===== src/rtl/frog_step_controller_pkg.sv =====
// rtl/frog_step_controller_pkg.sv - shared game grid constants, FSM state and move direction encodings
package frog_step_controller_pkg;

    localparam int GRID_STEP    = 32;
    localparam int SCREEN_W     = 640;
    localparam int SCREEN_H     = 480;
    localparam int GRID_START_X = 320;
    localparam int GRID_START_Y = 448;

    typedef enum logic [1:0] {
        ST_WAIT_RELEASE = 2'd0,
        ST_READY        = 2'd1,
        ST_HELD         = 2'd2
    } frog_state_e;

    typedef enum logic [1:0] {
        DIR_UP    = 2'd0,
        DIR_DOWN  = 2'd1,
        DIR_LEFT  = 2'd2,
        DIR_RIGHT = 2'd3
    } frog_dir_e;

    // Bit 0 is up, bit 3 is right; lower index wins.
    function automatic frog_dir_e pick_dir(input logic [3:0] press);
        if (press[0])      return DIR_UP;
        else if (press[1]) return DIR_DOWN;
        else if (press[2]) return DIR_LEFT;
        else               return DIR_RIGHT;
    endfunction

endpackage


===== src/rtl/frog_step_controller_switch_debounce.sv =====
// rtl/frog_step_controller_switch_debounce.sv - 2-FF synchroniser, stable-count debouncer and rising-edge pulse for one switch
module switch_debounce #(
    parameter int DEBOUNCE_CYCLES = 250000
) (
    input  logic clk,
    input  logic reset,
    input  logic raw_i,
    output logic sync_o,
    output logic level_o,
    output logic rise_o
);

    localparam int CNT_W = (DEBOUNCE_CYCLES > 1) ? $clog2(DEBOUNCE_CYCLES) : 1;
    localparam logic [CNT_W-1:0] CNT_LAST = CNT_W'(DEBOUNCE_CYCLES - 1);

    logic [1:0]       sync_q, sync_d;
    logic             level_q, level_d;
    logic             level_prev_q;
    logic [CNT_W-1:0] cnt_q, cnt_d;

    // Any cycle where the synchronised value agrees with the level restarts the count.
    always_comb begin
        sync_d  = {sync_q[0], raw_i};
        level_d = level_q;
        cnt_d   = '0;
        if (sync_q[1] != level_q) begin
            if (cnt_q == CNT_LAST) begin
                level_d = sync_q[1];
            end else begin
                cnt_d = cnt_q + 1'b1;
            end
        end
    end

    always_ff @(posedge clk) begin
        if (reset) begin
            sync_q       <= 2'b00;
            level_q      <= 1'b0;
            level_prev_q <= 1'b0;
            cnt_q        <= '0;
        end else begin
            sync_q       <= sync_d;
            level_q      <= level_d;
            level_prev_q <= level_q;
            cnt_q        <= cnt_d;
        end
    end

    assign sync_o  = sync_q[1];
    assign level_o = level_q;
    assign rise_o  = level_q & ~level_prev_q;

endmodule


===== src/rtl/frog_step_controller.sv =====
// rtl/frog_step_controller.sv - switch-to-grid frog mover; define FROG_AUTOREPEAT_EN for held-switch auto-repeat
module frog_step_controller #(
    parameter int DEBOUNCE_CYCLES = 250000,
    parameter int STEP            = frog_step_controller_pkg::GRID_STEP,
    parameter int START_X         = frog_step_controller_pkg::GRID_START_X,
    parameter int START_Y         = frog_step_controller_pkg::GRID_START_Y,
    parameter int MAX_X           = 608,
    parameter int MAX_Y           = 448,
    parameter int REPEAT_DELAY    = 6250000,
    parameter int REPEAT_PERIOD   = 3125000
) (
    input  logic       clk,
    input  logic       reset,
    input  logic       switch1,
    input  logic       switch2,
    input  logic       switch3,
    input  logic       switch4,
    output logic [9:0] frog_x,
    output logic [9:0] frog_y,
    output logic       move_pulse,
    output logic       blocked_pulse
);

    import frog_step_controller_pkg::*;

    if (DEBOUNCE_CYCLES < 1 || REPEAT_DELAY < 1 || REPEAT_PERIOD < 1) begin : g_bad_params
        $error("frog_step_controller: cycle counts must be at least 1");
    end

    localparam logic signed [10:0] STEP_S  = 11'(STEP);
    localparam logic signed [10:0] MAX_X_S = 11'(MAX_X);
    localparam logic signed [10:0] MAX_Y_S = 11'(MAX_Y);

    logic [3:0] raw_sw, sync_sw, level_sw, press_sw;
    logic       all_low, all_high, ready_go;

    assign raw_sw = {switch4, switch3, switch2, switch1};

    for (genvar i = 0; i < 4; i++) begin : g_sw
        switch_debounce #(
            .DEBOUNCE_CYCLES(DEBOUNCE_CYCLES)
        ) u_debounce (
            .clk    (clk),
            .reset  (reset),
            .raw_i  (raw_sw[i]),
            .sync_o (sync_sw[i]),
            .level_o(level_sw[i]),
            .rise_o (press_sw[i])
        );
    end

    assign all_low  = ~|level_sw;
    assign all_high = &level_sw;
    assign ready_go = ~all_high & (|press_sw);

    frog_state_e state_q, state_d;
    frog_dir_e   attempt_dir;
    logic        attempt;
    logic        repeat_fire;
    logic [1:0]  settle_q;

    always_ff @(posedge clk) begin
        if (reset) begin
            state_q  <= ST_WAIT_RELEASE;
            settle_q <= 2'b00;
        end else begin
            state_q  <= state_d;
            settle_q <= {settle_q[0], 1'b1};
        end
    end

    // Debounced levels read all-low straight after reset even when a switch is
    // still held; also wait for the synchronisers to carry real samples and be low.
    always_comb begin
        state_d = state_q;
        case (state_q)
            ST_WAIT_RELEASE: if (all_low && settle_q[1] && (sync_sw == 4'b0000)) state_d = ST_READY;
            ST_READY:        if (all_high || (|press_sw)) state_d = ST_HELD;
            ST_HELD:         if (all_low) state_d = ST_READY;
            default:         state_d = ST_WAIT_RELEASE;
        endcase
    end

`ifdef FROG_AUTOREPEAT_EN
    localparam int REP_MAX = (REPEAT_DELAY > REPEAT_PERIOD) ? REPEAT_DELAY : REPEAT_PERIOD;
    localparam int REP_W   = (REP_MAX > 1) ? $clog2(REP_MAX) : 1;
    localparam logic [REP_W-1:0] REP_FIRST = REP_W'(REPEAT_DELAY - 1);
    localparam logic [REP_W-1:0] REP_NEXT  = REP_W'(REPEAT_PERIOD - 1);

    logic [REP_W-1:0] rep_cnt_q, rep_cnt_d;
    logic             rep_first_q, rep_first_d;
    logic             winner_q, winner_d;
    frog_dir_e        dir_q, dir_d;

    // winner_q stays low when READY left via the all-high path: nothing to repeat.
    always_comb begin
        rep_cnt_d   = rep_cnt_q;
        rep_first_d = rep_first_q;
        winner_d    = winner_q;
        dir_d       = dir_q;
        repeat_fire = 1'b0;
        case (state_q)
            ST_READY: begin
                rep_cnt_d   = '0;
                rep_first_d = 1'b1;
                winner_d    = ready_go;
                if (ready_go) dir_d = pick_dir(press_sw);
            end
            ST_HELD: begin
                if (winner_q && level_sw[dir_q]) begin
                    if (rep_cnt_q == (rep_first_q ? REP_FIRST : REP_NEXT)) begin
                        repeat_fire = 1'b1;
                        rep_cnt_d   = '0;
                        rep_first_d = 1'b0;
                    end else begin
                        rep_cnt_d = rep_cnt_q + 1'b1;
                    end
                end else begin
                    rep_cnt_d = '0;
                end
            end
            default: ;
        endcase
    end

    always_ff @(posedge clk) begin
        if (reset) begin
            rep_cnt_q   <= '0;
            rep_first_q <= 1'b1;
            winner_q    <= 1'b0;
            dir_q       <= DIR_UP;
        end else begin
            rep_cnt_q   <= rep_cnt_d;
            rep_first_q <= rep_first_d;
            winner_q    <= winner_d;
            dir_q       <= dir_d;
        end
    end
`else
    assign repeat_fire = 1'b0;
`endif

    always_comb begin
        attempt     = 1'b0;
        attempt_dir = pick_dir(press_sw);
        case (state_q)
            ST_READY: attempt = ready_go;
            ST_HELD: begin
                attempt = repeat_fire;
`ifdef FROG_AUTOREPEAT_EN
                attempt_dir = dir_q;
`endif
            end
            default: ;
        endcase
    end

    logic [9:0]         x_q, x_d, y_q, y_d;
    logic               move_q, move_d, blocked_q, blocked_d;
    logic signed [10:0] cand_x, cand_y;
    logic               legal;

    always_comb begin
        cand_x = $signed({1'b0, x_q});
        cand_y = $signed({1'b0, y_q});
        case (attempt_dir)
            DIR_UP:    cand_y = cand_y - STEP_S;
            DIR_DOWN:  cand_y = cand_y + STEP_S;
            DIR_LEFT:  cand_x = cand_x - STEP_S;
            default:   cand_x = cand_x + STEP_S;
        endcase
        legal = (cand_x >= 11'sd0) && (cand_x <= MAX_X_S) &&
                (cand_y >= 11'sd0) && (cand_y <= MAX_Y_S);

        x_d       = x_q;
        y_d       = y_q;
        move_d    = 1'b0;
        blocked_d = 1'b0;
        if (attempt) begin
            if (legal) begin
                x_d    = cand_x[9:0];
                y_d    = cand_y[9:0];
                move_d = 1'b1;
            end else begin
                blocked_d = 1'b1;
            end
        end
    end

    always_ff @(posedge clk) begin
        if (reset) begin
            x_q       <= 10'(START_X);
            y_q       <= 10'(START_Y);
            move_q    <= 1'b0;
            blocked_q <= 1'b0;
        end else begin
            x_q       <= x_d;
            y_q       <= y_d;
            move_q    <= move_d;
            blocked_q <= blocked_d;
        end
    end

    assign frog_x        = x_q;
    assign frog_y        = y_q;
    assign move_pulse    = move_q;
    assign blocked_pulse = blocked_q;

endmodule

===== config.mk =====
export PLATFORM = sky130hd
export DESIGN_NAME = frog_step_controller
export DESIGN_NICKNAME = d
export VERILOG_FILES = /design/src/rtl/frog_step_controller_pkg.sv /design/src/rtl/frog_step_controller_switch_debounce.sv /design/src/rtl/frog_step_controller.sv
export SDC_FILE = /design/constraint.sdc
export NUM_CORES = 1
export LEC_CHECK = 0
export CAP_MARGIN = 20
export CORE_AREA = 8 8 73 139
export DETAILED_ROUTE_END_ITERATION = 7
export DIE_AREA = 0 0 81 147
export GPL_ROUTABILITY_DRIVEN = 0
export PLACE_DENSITY = 0.78
export SETUP_SLACK_MARGIN = 0.4
export SLEW_MARGIN = 40
export SYNTH_ARGS = -nofsm -noshare
export SYNTH_HDL_FRONTEND = slang
export SYNTH_SLANG_ARGS = --single-unit

===== constraint.sdc =====
create_clock -name clk -period 3.2 [get_ports clk]
set_input_delay 0.8 -clock clk [delete_from_list [all_inputs] [get_ports clk]]
set_output_delay 0.8 -clock clk [all_outputs]
set_load 0.02 [all_outputs]

==> metrics.txt <==
initial antenna violation count 0; RSZ-0062 raised after global routing yes; Placement Rows 48; die area 11,910 µm²; Setup Crit Path Kind reg2reg; actual slew at the worst max-slew pin 0.6042 ns; share of cells above drive strength 1 0.1186; pin count of the biggest net entering global routing 19; Non-Filler Instances 682; first-pass iteration count of the detailed router 4; placed cells 651; min Tclk post-route 2.823 ns; die height 147 µm; Pwr Density 440.6 nW/µm²; Via density 5.610; Final #Nets 593; vias post-DR 3,826; cell family with most CP delay simple AND/OR/NAND/NOR gates; Critical path buffers and inverters 2; Sequential cell area 2088 µm²; Fin. Hold Viols 0; Initial Utilization 0.5711; area of the multi-input gates 2656 µm²; Synth async-reset ratio 0; leakage 1.935 nW; Peak VDD IR 0.2976 mV; deepest clock path buffer count 2; CTS sink count 104; fill count 663; Setup TNS 0 ns; critical-path cell list nor2b_4, buf_6, nor2_4, nand2_2, xnor2_2, ha_4, nor4b_4, nand3_1, a21oi_2, xnor2_2, a311oi_4, buf_4, nor3_2, mux2_4; most frequent cells in the layout nor2_1, dfxtp_1, xor2_1; top_reg_cell synth dfxtp_1; most common cell after layout, fill and taps aside nor2_1; synth warn 0; R2R Setup Slk 0.38 ns; Routed Antenna Nets 0; area of the core 8408 µm²; ant diodes 0; Tot GR Track Use 0.1562; H-tree depth 3; DRC viols 0; via count of the first global-routing pass 3,570; number of synthesized register bits 104; Port Buffer Count 17; Startpoint Class flip-flop; CTS tree yes; Avg Synthesized Cell Area 8.763 µm²; max-slew violation count 0; clk_skew 0.007251 ns; max incr delay on CP 0.32 ns; CP Capture Type flip-flop; Slew headroom 0.5972; post-synthesis cell count 548; total CTS buffers 9; Synth cell types 55; cell mode on critical path xnor2_2; Post-synth EDFFs 0; Peak Freq 0.3542 GHz; Root Driver clkbuf_16; status finished clean; share of the yosys chip area belonging to registers 0.4336; Remaining Overflow, GRT 0; Worst-Skew Late Latency 0.35 ns; hpwl dp 5996 µm; largest fanout on the critical path 4; CP arrival 3.06 ns; Setup Viol. Count Final 0; DRT iter0 DRCs 205; Final period util 0.8823; CP required 3.44 ns; P&R area growth vs syn 15.19%; drt total wl 9526 µm; CP max stage cell dfxtp_2; Max Cap Viol 0; number of I/O pins 28; Die X 81 µm; Hold/Removal Path Class reg2reg; DR WL/cell 13.97 µm; Clock transition at path regs 0.07 ns; first-pass GRT wire length 15,240 µm; Cell Area, Synth 4802 µm²
-- flip-flops by register name, indices dropped and copies added (netlist names) --
signal and flops:
move_pulse 1, state_q 2, g_sw.u_debounce.level_o 4, g_sw.u_debounce.level_prev_q 4, blocked_pulse 1, g_sw.u_debounce.cnt_q 72
settle_q 2, frog_y 5, frog_x 5, g_sw.u_debounce.sync_q 8
-- cell families (layout without fill, tap and decap cells) --
group / after synthesis / in the layout / synth area share
adders and majority gates: 10 / 10 / 0.02762
DFF: 104 / 104 / 0.4336
buffers and inverters: 42 / 67 / 0.04430
other: 1 / 10 / 0.0007809
muxes: 9 / 9 / 0.02006
xor gates and xnor gates: 69 / 69 / 0.1258
AOI/OAI and AO/OA: 42 / 42 / 0.06227
and+or+nand+nor: 271 / 271 / 0.2856
-- synthesized netlist by cell type (2+ instances only) --
| library cell | count | area (µm²) |
|---|---|---|
| or3_1 | 10 | 62.56 |
| nand2_2 | 2 | 12.51 |
| buf_4 | 12 | 90.09 |
| buf_1 | 2 | 7.510 |
| and4_1 | 2 | 17.52 |
| buf_2 | 2 | 10.01 |
| ha_1 | 9 | 112.6 |
| and3_1 | 16 | 100.1 |
| a41oi_1 | 3 | 26.28 |
| or3b_2 | 2 | 17.52 |
| nand4_1 | 16 | 100.1 |
| o211ai_1 | 2 | 15.01 |
| nor2b_1 | 17 | 106.4 |
| inv_1 | 15 | 56.30 |
| clkbuf_1 | 10 | 37.54 |
| xnor2_1 | 32 | 280.3 |
| o211a_1 | 2 | 20.02 |
| dfxtp_1 | 104 | 2082 |
| o21ai_0 | 9 | 45.04 |
| nor3_1 | 5 | 25.02 |
| nand2b_1 | 6 | 37.54 |
| nand2_1 | 38 | 142.6 |
| nand3_1 | 27 | 135.1 |
| nor2_1 | 106 | 397.9 |
| nor4b_1 | 6 | 52.55 |
| nor3b_1 | 2 | 15.01 |
| a2111oi_0 | 2 | 17.52 |
| mux2i_1 | 7 | 70.07 |
| xor2_1 | 37 | 324.1 |
| nor4_1 | 8 | 50.05 |
| a21oi_1 | 13 | 65.06 |
-- repair_timing --
action / in CTS / in global routing
hold buffers: 0 / 0
resized for setup: 7 / 20
setup buffers: 5 / 10
endpoints found under the setup margin: 4 / 11
pin swaps: 2 / 10
endpoints found under the hold margin: 0 / 0
-- where the power goes --
part | leakage [nW] | internal, mW | total (mW) | switching, mW
Clock | 0.138 | 0.602 | 1.08 | 0.475
Sequential | 0.842 | 1.30 | 1.31 | 0.00586
Combinational | 0.955 | 0.0176 | 0.0513 | 0.0337
-- area by class of cell --
cell class,count,area share
Multi-Input combinational cell,411,0.4802
Timing Repair Buffer,36,0.05723
Clock inverter,6,0.01086
Inverter,15,0.01018
Sequential cell,104,0.3775
Clock buffer,10,0.04139
Tap cell,100,0.02262
-- stage by stage --
stage / setup WS [ns] / hold slack (ns) / power (mW) / util / cell area, µm²
detailed placement: 0.1966 / 0.4266 / 1.389 / 0.5961 / 5012
global placement: 0.2686 / 0.4203 / 1.389 / 0.5961 / 5012
finish: 0.3767 / 0.4412 / 2.437 / 0.6579 / 5532
global route: 0.2345 / 0.4611 / 2.513 / 0.6579 / 5532
floorplan: 0.4190 / 0.4132 / 1.384 / - / 4843
CTS: 0.4077 / 0.4471 / 2.461 / 0.6378 / 5363
-- worst paths after layout --
| path | cells past startpoint | startpoint | to |
|---|---|---|---|
| setup / recovery | 14 | g_sw[1].u_debounce.level_o$_SDFFE_PP0P_ | frog_x[5]$_SDFFE_PP0P_ |
| hold / removal | 1 | g_sw[2].u_debounce.cnt_q[0]$_SDFF_PP0_ | g_sw[2].u_debounce.cnt_q[0]$_SDFF_PP0_ |
| hold reg to reg | 1 | g_sw[2].u_debounce.cnt_q[0]$_SDFF_PP0_ | g_sw[2].u_debounce.cnt_q[0]$_SDFF_PP0_ |
| setup reg to reg | 14 | g_sw[1].u_debounce.level_o$_SDFFE_PP0P_ | frog_x[5]$_SDFFE_PP0P_ |
-- per-layer routing --
layer | track usage | part of all wire | up-vias | routed length [µm]
met3 | 0.03856 | 0.039 | 22 | 369
li1 | - | - | 1898 | -
met2 | 0.2495 | 0.48 | 94 | 4592
met1 | 0.1901 | 0.45 | 1812 | 4304
met4 | 0.06937 | 0.027 | 0 | 259
met5 | 0 | 0 | - | 0
No activity file was read; power rests on OpenSTA's default activity.
